`src/rtl/note_envelope.sv`:
```
// ADSR amplitude envelope: steps an 8-bit level once per beat and scales the
// incoming signed sample stream by it, with a one-cycle output latency.
module note_envelope #(
  parameter int unsigned ATTACK_STEP   = 16,
  parameter int unsigned DECAY_STEP    = 4,
  parameter int unsigned SUSTAIN_LEVEL = 160,
  parameter int unsigned RELEASE_STEP  = 8
) (
  input  logic        clk,
  input  logic        reset,
  input  logic        note_start,
  input  logic        note_release,
  input  logic        beat,
  input  logic [15:0] sample_in,
  input  logic        sample_in_ready,
  output logic [15:0] sample_out,
  output logic        sample_out_ready,
  output logic [7:0]  env_level,
  output logic        env_active
);

  localparam int unsigned LVL_W  = 8;
  localparam int unsigned SUM_W  = LVL_W + 1;
  localparam int unsigned SMP_W  = 16;
  localparam int unsigned PROD_W = 24;

  typedef enum logic [2:0] {
    IDLE,
    ATTACK,
    DECAY,
    SUSTAIN,
    RELEASE
  } state_e;

  state_e             state_q, state_d;
  logic [LVL_W-1:0]   level_q, level_d;
  logic [SMP_W-1:0]   sample_out_q, sample_out_d;
  logic               ready_q;
  logic               active_q;

  logic [SUM_W-1:0]   atk_sum;
  logic [SUM_W-1:0]   dec_floor;
  logic [LVL_W-1:0]   dec_next;
  logic [LVL_W-1:0]   rel_next;
  logic signed [PROD_W-1:0] samp_ext;
  logic signed [PROD_W-1:0] lvl_ext;
  logic signed [PROD_W-1:0] prod;

  // Saturating next-level candidates; 9-bit sums cannot wrap.
  assign atk_sum   = {1'b0, level_q} + SUM_W'(ATTACK_STEP);
  assign dec_floor = SUM_W'(SUSTAIN_LEVEL) + SUM_W'(DECAY_STEP);
  assign dec_next  = ({1'b0, level_q} >= dec_floor) ? level_q - LVL_W'(DECAY_STEP)
                                                    : LVL_W'(SUSTAIN_LEVEL);
  assign rel_next  = (level_q >= LVL_W'(RELEASE_STEP)) ? level_q - LVL_W'(RELEASE_STEP)
                                                       : '0;

  // Signed sample times non-negative level; |product| < 2^23 so 24 bits suffice.
  assign samp_ext = PROD_W'($signed(sample_in));
  assign lvl_ext  = PROD_W'($signed({1'b0, level_q}));
  assign prod     = samp_ext * lvl_ext;

  always_comb begin
    state_d      = state_q;
    level_d      = level_q;
    sample_out_d = sample_out_q;

    // Arithmetic shift floors toward -inf; uses the level before this edge's update.
    if (sample_in_ready) begin
      sample_out_d = SMP_W'(prod >>> 8);
    end

    if (note_start) begin
      state_d = ATTACK;
    end else if (note_release &&
                 (state_q == ATTACK || state_q == DECAY || state_q == SUSTAIN)) begin
      state_d = RELEASE;
    end else if (beat) begin
      case (state_q)
        ATTACK: begin
          if (atk_sum >= SUM_W'(255)) begin
            level_d = 8'hFF;
            state_d = DECAY;
          end else begin
            level_d = atk_sum[LVL_W-1:0];
          end
        end
        DECAY: begin
          level_d = dec_next;
          if (dec_next == LVL_W'(SUSTAIN_LEVEL)) begin
            state_d = SUSTAIN;
          end
        end
        SUSTAIN: begin
          level_d = LVL_W'(SUSTAIN_LEVEL);
        end
        RELEASE: begin
          level_d = rel_next;
          if (rel_next == '0) begin
            state_d = IDLE;
          end
        end
        IDLE: begin
          level_d = '0;
        end
        default: begin
          state_d = IDLE;
          level_d = '0;
        end
      endcase
    end
  end

  always_ff @(posedge clk) begin
    if (reset) begin
      state_q      <= IDLE;
      level_q      <= '0;
      sample_out_q <= '0;
      ready_q      <= 1'b0;
      active_q     <= 1'b0;
    end else begin
      state_q      <= state_d;
      level_q      <= level_d;
      sample_out_q <= sample_out_d;
      ready_q      <= sample_in_ready;
      active_q     <= (state_d != IDLE);
    end
  end

  assign sample_out       = sample_out_q;
  assign sample_out_ready = ready_q;
  assign env_level        = level_q;
  assign env_active       = active_q;

endmodule

```
`config.mk`:
```
export PLATFORM = sky130hd
export DESIGN_NAME = note_envelope
export DESIGN_NICKNAME = d
export VERILOG_FILES = /design/src/rtl/note_envelope.sv
export SDC_FILE = /design/constraint.sdc
export NUM_CORES = 1
export LEC_CHECK = 0
export BUFFER_PORTS_ARGS = -buffer_cell sky130_fd_sc_hd__buf_2
export CELL_PAD_IN_SITES_DETAIL_PLACEMENT = 0
export CELL_PAD_IN_SITES_GLOBAL_PLACEMENT = 1
export CORE_ASPECT_RATIO = 0.6
export CORE_UTILIZATION = 25
export CTS_BUF_LIST = sky130_fd_sc_hd__clkbuf_8
export CTS_CLUSTER_SIZE = 28
export DETAILED_ROUTE_END_ITERATION = 7
export PLACE_DENSITY = 0.55
export SLEW_MARGIN = 20
export SYNTH_ARGS = -nofsm -noshare
export SYNTH_HDL_FRONTEND = slang
export SYNTH_SLANG_ARGS = --single-unit
export TNS_END_PERCENT = 100
```
`constraint.sdc`:
```
create_clock -name clk -period 4.8 [get_ports clk]
set_input_delay 0.48 -clock clk [delete_from_list [all_inputs] [get_ports clk]]
set_output_delay 0.48 -clock clk [all_outputs]
set_load 0.1 [all_outputs]
```
==> results.md, run 1 <==
* Status: completed
* Final Critical Period at about 4.6 ns
* Placed Instances at 1130
* Post-synth top flop: dfxtp_1
* Largest stage delay on the critical path at approximately 0.60 ns
* Largest net degree at the start of global routing at 27
* CTS Buf Count at 5
* Post-route cell area at 0.007357 mm2
* Cells after synthesis at between 700 and 800
* Yosys warnings at 0
* Mapped Avg Cell Area at 8.303 um2
* Area Growth Syn to Fin at 16.44%
* Met1 wire length at 10780 um
* Most frequent CP cell: fa_1
* Critical Path Sink Type: flop
* Setup Skew at between 0.01 and 0.015 ns
* Count of buffers from port buffering at 47
* Most frequent cells in the layout: 154 x inv_1, 102 x nand2_1, 99 x fa_1, 55 x and2_1, 51 x ha_1
* CP Max Fanout at 9
* Wire length on met2 at between 7000 and 8000 um
* Final WL at between 15000 and 20000 um
* Crit path buffers/inverters at 4
* Tcrit/Tclk final at a little over nine tenths
* Area of the mapped netlist at 0.006319 mm2
* Antenna fix cells at 0
* Sequential area share after synthesis at 9.188%
* Synth async-reset ratio at 0%
* Slowest CP cell: fa_1
* Initial DRC Count at 303
* Pre-Repair DR Iteration Count at 4
* Critical Path AT at about 4.9 ns
* Post-DP HPWL at about 15000 um
* Max-cap violations at 0
* GP Congestion at around 0.80
* Slew margin rel. at between 50% and 60%
* Via density at 4.548
* Max VDD drop at slightly above 100 uV
* Hold Crit Class: in2reg
* GRT overflow at 0
* # rows at between 40 and 50
* Hold-fix buffers at CTS at 0
* Metal3 WL at ~660 um
* Setup CP Type: reg2reg
* First-pass GRT wire length at 31480 um
* Crit-path cells: buf_6 -> and2_1 -> fa_1 -> buf_4 -> fa_1 -> inv_1 -> fa_1 -> fa_1 -> inv_1 -> ha_1 -> a211o_1 -> or3_1 -> or3_1 -> nand3_1
* Commonest non-fill, non-tap cell in the layout: inv_1
* Cell Pwr Density at 83.72 mW/mm2
* Detail-routed net length per standard cell at 16.60 um
* Worst-Skew Late Latency at a little under 0.3 ns
* DRC viols at 0
* Critical path required time at 5.03 ns
* Yosys reg bits at 29
* CTS Buffer Depth at 2
* Die span in x at just over 200 um
* Initial antenna violation count at 0
* Root buf cell: clkbuf_8
* Leak Pwr at roughly 3.7 nW
* H-tree Lvls at 2
* Largest delay share family, worst path: adder cells
* Die height at about 130 um
* Via count at between 5000 and 6000
* Fin nets at about 1000
* Share of cells above drive strength 1 at between 10% and 20%
* Max-slew violations at 0
* Top sig layer: met4
* Clk pin slew, worst setup/hold paths at approximately 0.07 ns
* ANT nets after route at 0
* # setup viols final at 0
* Initial Utilization at about 26%
* Critical Path Source Type: flop
* Final Non-Filler Cells at approximately 1100
* Area of placed instances at 0.007117 mm2
* EDFF count, synth at 0
* Min Hold Slack at around 0.45 ns
* Core area at 0.02450 mm2
* Unrepaired setup endpoints after global routing: no
* Global-route usage over all layers at approximately 15%
* Worst-margin pin slew at 0.6207 ns
* Syn_nets at approximately 940
* Vias in the first global route at ~5600
* Max Freq at about 0.22 GHz
* Clock Sinks at 29
* Area of the die at between 0.02 and 0.03 mm2
* # IOs at 48
* Unique masters post-synth at just over 70
* Final hold vios at 0
* CTS tree: built
what timing repair did:
item	CTS	global route
endpoints found under the hold margin	0	0
endpoints found under the setup margin	0	7
setup buffers	0	9
gates resized for setup	0	7
report_power, final:
part	internal (mW)	total, mW	switching (mW)
sequential	0.240	0.245	0.00484
clock	0.151	0.249	0.0984
combinational	0.0319	0.121	0.0894
total	0.423	0.616	0.193
worst reg2reg max path, delay by kind of cell, from the launching register on:
kind	cells	cell delay [ns]
adders and majority gates	5	2.51
AOI/OAI and AO/OA	1	0.29
buffers and inverters	4	0.51
DFF	1	0.41
and+or+nand+nor	4	0.85
sequential cells by signal (all words and copies together) (netlist names):
| signal | flops |
|---|---|
| sample_out_ready | 1 |
| env_active | 1 |
| env_level | 8 |
| sample_out | 16 |
| state_q | 3 |
metrics by stage:
step,util [%],power [mW],setup TNS [ns],setup slack [ns]
after detailed placement,29.05,0.3721,-0.008777,-0.008777
after global placement,29.05,0.3739,0,0.02216
after global routing,30.03,0.6591,0,0.001585
after floorplan,-,0.3219,-0.02249,-0.02249
after CTS,29.48,0.6278,0,0.08385
final,30.03,0.6159,0,0.1685
final cells by class:
type | instances | area (um2)
Multi-Input combinational cell | 549 | 5106
Sequential cell | 29 | 610.6
Fill cell | 2651 | 17140
Clock inverter | 3 | 37.54
Inverter | 153 | 574.3
Timing Repair Buffer | 86 | 556.8
Tap cell | 322 | 402.9
Clock buffer | 5 | 68.82
cells in the mapped netlist (all sizes together) (3+ instances only):
master / instances / area share (%)
or2: 3 / 0.30
mux2i: 4 / 0.63
nor2: 27 / 1.6
nor2b: 5 / 0.50
a31oi: 4 / 0.40
o31ai: 5 / 0.81
nand2: 102 / 6.1
a21o: 10 / 1.2
xor2: 3 / 0.42
o211ai: 3 / 0.36
a21oi: 21 / 1.8
or3: 3 / 0.30
a211oi: 4 / 0.67
a211o: 4 / 0.55
nand2b: 3 / 0.30
and3: 5 / 0.50
nor4b: 3 / 0.42
xnor2: 12 / 1.7
o22ai: 4 / 0.40
nand3: 12 / 0.95
inv: 153 / 9.1
clkbuf: 23 / 1.4
dfxtp: 29 / 9.2
a21boi: 4 / 0.48
fa: 99 / 31
o21ai: 24 / 2.0
nor3: 10 / 0.79
nand4: 11 / 1.1
and2: 62 / 6.3
buf: 7 / 0.53
o311ai: 4 / 0.83
nor4: 4 / 0.50
ha: 54 / 11
or4: 3 / 0.36
cells by family after synthesis:
group | synth area share, %
buffers and inverters | 10.99
muxes | 0.6337
AOI/OAI and AO/OA | 13.31
adders and majority gates | 42.06
DFF | 9.188
xor gates and xnor gates | 2.079
and+or+nand+nor | 21.74
final timing paths:
check            startpoint              to  slack, ns  depth (start not counted)
max            env_level[2]  sample_out[15]       0.17                         14
min              note_start      state_q[2]       0.45                          2
max reg2reg    env_level[2]  sample_out[15]       0.17                         14
min reg2reg  sample_out[12]  sample_out[12]       0.46                          2
per-layer routing:
layer  up-vias  GRT usage [%]
li1       2568              -
met1      2554          24.29
met2        93          22.67
met3         2          2.160
met4         0          1.054
met5         -              0
No activity file was read; power rests on OpenSTA's default activity.
==> inputs of run 2 (changes only) <==
- CTS_BUF_LIST: sky130_fd_sc_hd__clkbuf_8 -> sky130_fd_sc_hd__clkbuf_16
==> results.md, run 2 (same netlist as run 1, synthesis figures left out) <==
* Max-slew violations at 0
* CP Max Fanout at 16
* Core area at 0.02450 mm2
* Leak Pwr at 3.725 nW
* Hold Crit Class: in2reg
* Final hold vios at 0
* Post-route setup TNS at 0 ns
* Clock power share at roughly half
* GRT met2 Usage at about 23%
* Clk pin slew, worst setup/hold paths at approximately 0.050 ns
* Psw at between 0.2 and 0.25 mW
* Largest net degree at the start of global routing at 27
* Setup Skew at between 0.009 and 0.01 ns
* GP Congestion at ~0.80
* Antenna fix cells at 0
* Global-route usage over all layers at between 10% and 20%
* Slew margin rel. at 58.40%
* H-tree Lvls at 2
* Worst-margin pin slew at just over 0.6 ns
* Worst-Skew Late Latency at around 0.28 ns
* Root buf cell: clkbuf_16
* Switching Fraction at between 20% and 30%
* Final WL at around 19000 um
* Critical Path AT at 4.80 ns
* # IOs at 48
* CTS Buffer Depth at 2
* Fin nets at 1000
* Initial Utilization at between 20% and 30%
* Count of buffers from port buffering at 47
* Share of cells above drive strength 1 at around 16%
* Sequential cell fraction of total power at about a third
* Fin util at slightly above 30%
* Commonest non-fill, non-tap cell in the layout: inv_1
* CTS Buf Count at 5
* Post-DP HPWL at around 15000 um
* Via count at 5236
* First-pass GRT wire length at about 32000 um
* ANT nets after route at 0
* Critical Path Source Type: flop
* Setup CP Type: reg2reg
* Detail-routed net length per standard cell at about 17 um
* Tcrit/Tclk final at ~96%
* Critical path required time at around 5.0 ns
* Critical Path Sink Type: flop
* DRC viols at 0
* Initial DRC Count at a little over 300
* Multi-input gate area at between 0.005 and 0.006 mm2
* GRT overflow at 0
* Max Freq at around 0.22 GHz
* Vias in the first global route at roughly 5600
* Area Growth Syn to Fin at 17.45%
* Tot Pwr at about 0.72 mW
* Die span in x at 207.2 um
* Via density at 4.561
* Global Route met3 Usage at ~2.2%
* Cell Pwr Density at between 90 and 100 mW/mm2
* GRT busiest layer: met1
* Register area at between 600 and 700 um2
* Max-cap violations at 0
* Area of the die at ~0.026 mm2
* CTS tree: built
* Initial antenna violation count at 0
* Met1 GRT Util at 24.32%
* Internal power at between 0.5 and 0.6 mW
* Logic gate share of total power at approximately 17%
* Pre-Repair DR Iteration Count at 5
* Final Critical Period at around 4.6 ns
* Max VDD drop at around 110 uV
* Most frequent cells in the layout: 154 x inv_1, 102 x nand2_1, 99 x fa_1, 55 x and2_1, 51 x ha_1
* Hold-fix buffers at CTS at 0
* Number of flip-flops in the largest register at 16
* Layout fillers at about 2600
* # setup viols final at 0
* # rows at 44
* Die height at about 130 um
* Status: completed
* Clock Sinks at 29
## run 2: changes by cell type in the layout (fill, tap and decap cells not counted)
cell       change
clkbuf_16      +5
buf_4          +1
clkbuf_8       -5
## run 2: per-stage QoR
stage	worst slack (ns)	hold WS, ns	std cells	instance area [um2]
after floorplan	-0.02249	0.5593	761	6416
after global placement	0.02216	0.4444	1130	7117
after detailed placement	-0.008777	0.4453	1130	7117
after CTS	0.08731	0.4422	1138	7279
after global routing	-0.008435	0.4640	1148	7421
final	0.1693	0.4544	1148	7421
## run 2: cell type report
class                   instances  area share [%]
multi-input cells             549           68.81
well taps                     322           5.429
flip-flops and latches         29           8.228
inverters                     153           7.739
clock buffers                   5           1.686
repair buffers                 87           7.604
clock inverters                 3          0.5058
## run 2: repair_timing
item	in CTS	in global routing
gates resized for setup	0	7
endpoints found under the setup margin	0	7
setup buffers	0	10
## run 2: final timing paths
check	from	end	slack, ns	cells after the start
worst max-delay path	env_level[5]	sample_out[4]	0.17	15
worst min register to register	sample_out[12]	sample_out[12]	0.46	2
worst max register to register	env_level[5]	sample_out[4]	0.17	15
worst min-delay path	note_start	state_q[2]	0.45	2
## run 2: routing by layer
metal,share of wire [%],wire length [um]
met1,56,10760
met2,40,7588
met3,3.6,687
met4,0.25,48
met5,0,0
## run 2: worst max-delay path: stages (launching register included)
cell and delay [ns]:
dfxtp_4 0.42, buf_4 0.18, and2_2 0.17, fa_1 0.45, fa_1 0.54, inv_1 0.05
fa_1 0.48, inv_1 0.06, fa_1 0.58, ha_4 0.22, a21o_1 0.21, a211oi_4 0.24
o21ai_4 0.13, a21o_1 0.22, a211o_1 0.29, a32o_1 0.26
## run 2: power groups by stage
stage	clock (mW)	sequential, mW	combinational, mW
2_1_floorplan	0	0.270	0.0520
3_3_place_gp	0	0.251	0.123
3_5_place_dp	0	0.251	0.121
4_1_cts	0.363	0.246	0.122
5_1_grt	0.382	0.246	0.135
6_report	0.353	0.246	0.121
==> inputs of run 3 (changes only) <==
- CTS_BUF_LIST: sky130_fd_sc_hd__clkbuf_16 -> sky130_fd_sc_hd__clkbuf_4 sky130_fd_sc_hd__clkbuf_8
==> results.md, run 3 (same netlist as run 1, synthesis figures left out) <==
* Max Freq at 0.2155 GHz
* Number of flip-flops in the largest register at 16
* GRT overflow at 0
* Initial DRC Count at 303
* Cell Pwr Density at 84.49 mW/mm2
* Clk pin slew, worst setup/hold paths at roughly 0.06 ns
* Initial antenna violation count at 0
* Tcrit/Tclk final at a little over nine tenths
* Worst Hold Launch: note_start
* Worst-Skew Late Latency at just under 0.3 ns
* Reg2Reg Depth at 15
* Slew margin rel. at around 59%
* Worst-margin pin slew at between 0.6 and 0.7 ns
* Clock Sinks at 29
* Antenna fix cells at 0
* Pre-Repair DR Iteration Count at 4
* Worst setup margin at 0.1591 ns
* Share of cells above drive strength 1 at 15.84%
* Placement Setup Slack at -0.008777 ns
* Max VDD drop at roughly 100 uV
* Area Growth Syn to Fin at 16.71%
* DRC viols at 0
* Max-slew violations at 0
* CTS Buffer Depth at 2
* # setup viols final at 0
* H-tree Lvls at 2
* Setup Skew at 0.009584 ns
* Hold-fix buffers at CTS at 0
* Area of the die at roughly 0.026 mm2
* Vias in the first global route at 5595
* Final Non-Filler Cells at around 1100
* # rows at 44
* Commonest non-fill, non-tap cell in the layout: inv_1
* CTS Buf Count at 5
* Via density at ~4.5
* Largest net degree at the start of global routing at 27
* Leak Pwr at about 3.7 nW
* Reg2reg setup slack at about 0.16 ns
* Critical R2R Launch: env_level[5]
* Register area at between 600 and 700 um2
* Max-cap violations at 0
* GP Congestion at between 0.8 and 0.9
* Layout fillers at 2650
* Hold Crit Class: in2reg
* Status: completed
* Multi-input gate area at around 0.0051 mm2
* Detail-routed net length per standard cell at ~17 um
* Unrepaired setup endpoints after global routing: no
* Root buf cell: clkbuf_8
* Final hold vios at 0
* ANT nets after route at 0
* Hold path depth at 2
* Placed Instances at 1130
* Worst reg2reg endpoint: sample_out[13]
* CTS tree: built
* Initial Utilization at about a quarter
* Most frequent cells in the layout: 153 x inv_1, 102 x nand2_1, 99 x fa_1, 55 x and2_1, 51 x ha_1
* Via count at roughly 5200
* Post-DP HPWL at between 15000 and 20000 um
* Critical Path Sink Type: flop
* Area of placed instances at slightly above 0.007 mm2
* Count of buffers from port buffering at 47
* Core area at about 0.024 mm2
* Final WL at 18960 um
* Post-route cell area at 0.007375 mm2
* Critical Path Source Type: flop
* Critical path required time at about 5.0 ns
* # IOs at 48
* Final Critical Period at approximately 4.6 ns
* Critical Path AT at 4.84 ns
* Global-route usage over all layers at about 15%
* First-pass GRT wire length at around 31000 um
* CP Max Fanout at 13
* Hold endpoint: state_q[2]
* Fin nets at between 1000 and 1500
* Die span in x at between 200 and 250 um
* Setup CP Type: reg2reg
* Die height at approximately 130 um
[run 3: critical path, stage by stage, from the launching register on]
cell and delay [ns]:
dfxtp_4 0.46, buf_4 0.18, nand2_1 0.07, fa_1 0.53, inv_1 0.05, fa_1 0.46, fa_1 0.54, inv_1 0.05
fa_1 0.54, inv_1 0.07, ha_4 0.24, or3_1 0.44, a21oi_4 0.20, o31ai_4 0.13, o31a_2 0.36, nor3b_1 0.22
[run 3: timing repair]
item                                   in CTS  in global routing
buffers inserted                            0                 11
setup endpoints to repair                   0                  7
gates resized for setup                     0                  7
endpoints found under the hold margin       0                  0
[run 3: metal layers]
| metal | global-route usage (%) | up-vias | part of all wire, % |
|---|---|---|---|
| li1 | - | 2576 | - |
| met1 | 24.29 | 2536 | 54 |
| met2 | 22.67 | 110 | 40 |
| met3 | 2.160 | 2 | 5.9 |
| met4 | 1.054 | 0 | 0.17 |
| met5 | 0 | - | 0 |
[run 3: how the worst max path moves through the flow]
stage | start | to
2_1_floorplan | env_level[5] | sample_out[11]
3_3_place_gp | sample_in[15] | sample_out[15]
3_5_place_dp | sample_in[15] | sample_out[13]
4_1_cts | env_level[0] | sample_out[13]
5_1_grt | env_level[3] | sample_out[7]
6_report | env_level[5] | sample_out[13]
[run 3: area by class of cell]
cell class | count | share of cell area (%)
Clock buffer | 6 | 1.035
Inverter | 153 | 7.788
Timing Repair Buffer | 88 | 7.805
Multi-Input combinational cell | 549 | 69.17
Clock inverter | 2 | 0.4581
Tap cell | 322 | 5.463
Sequential cell | 29 | 8.280
[run 3: through the flow]
stage / setup TNS (ns) / total power [mW] / hold slack (ns) / utilization [%]
2_1_floorplan: -0.02249 / 0.3219 / 0.5593 / -
3_3_place_gp: 0 / 0.3739 / 0.4444 / 29.05
4_1_cts: 0 / 0.6355 / 0.4248 / 29.50
5_1_grt: 0 / 0.6667 / 0.4385 / 30.10
6_report: 0 / 0.6231 / 0.4455 / 30.10
3_5_place_dp: -0.008777 / 0.3721 / 0.4453 / 29.05
[run 3: where the power goes]
group / switching [mW] / internal, mW
clock: 0.0981 / 0.159
sequential: 0.00486 / 0.240
combinational: 0.0891 / 0.0318
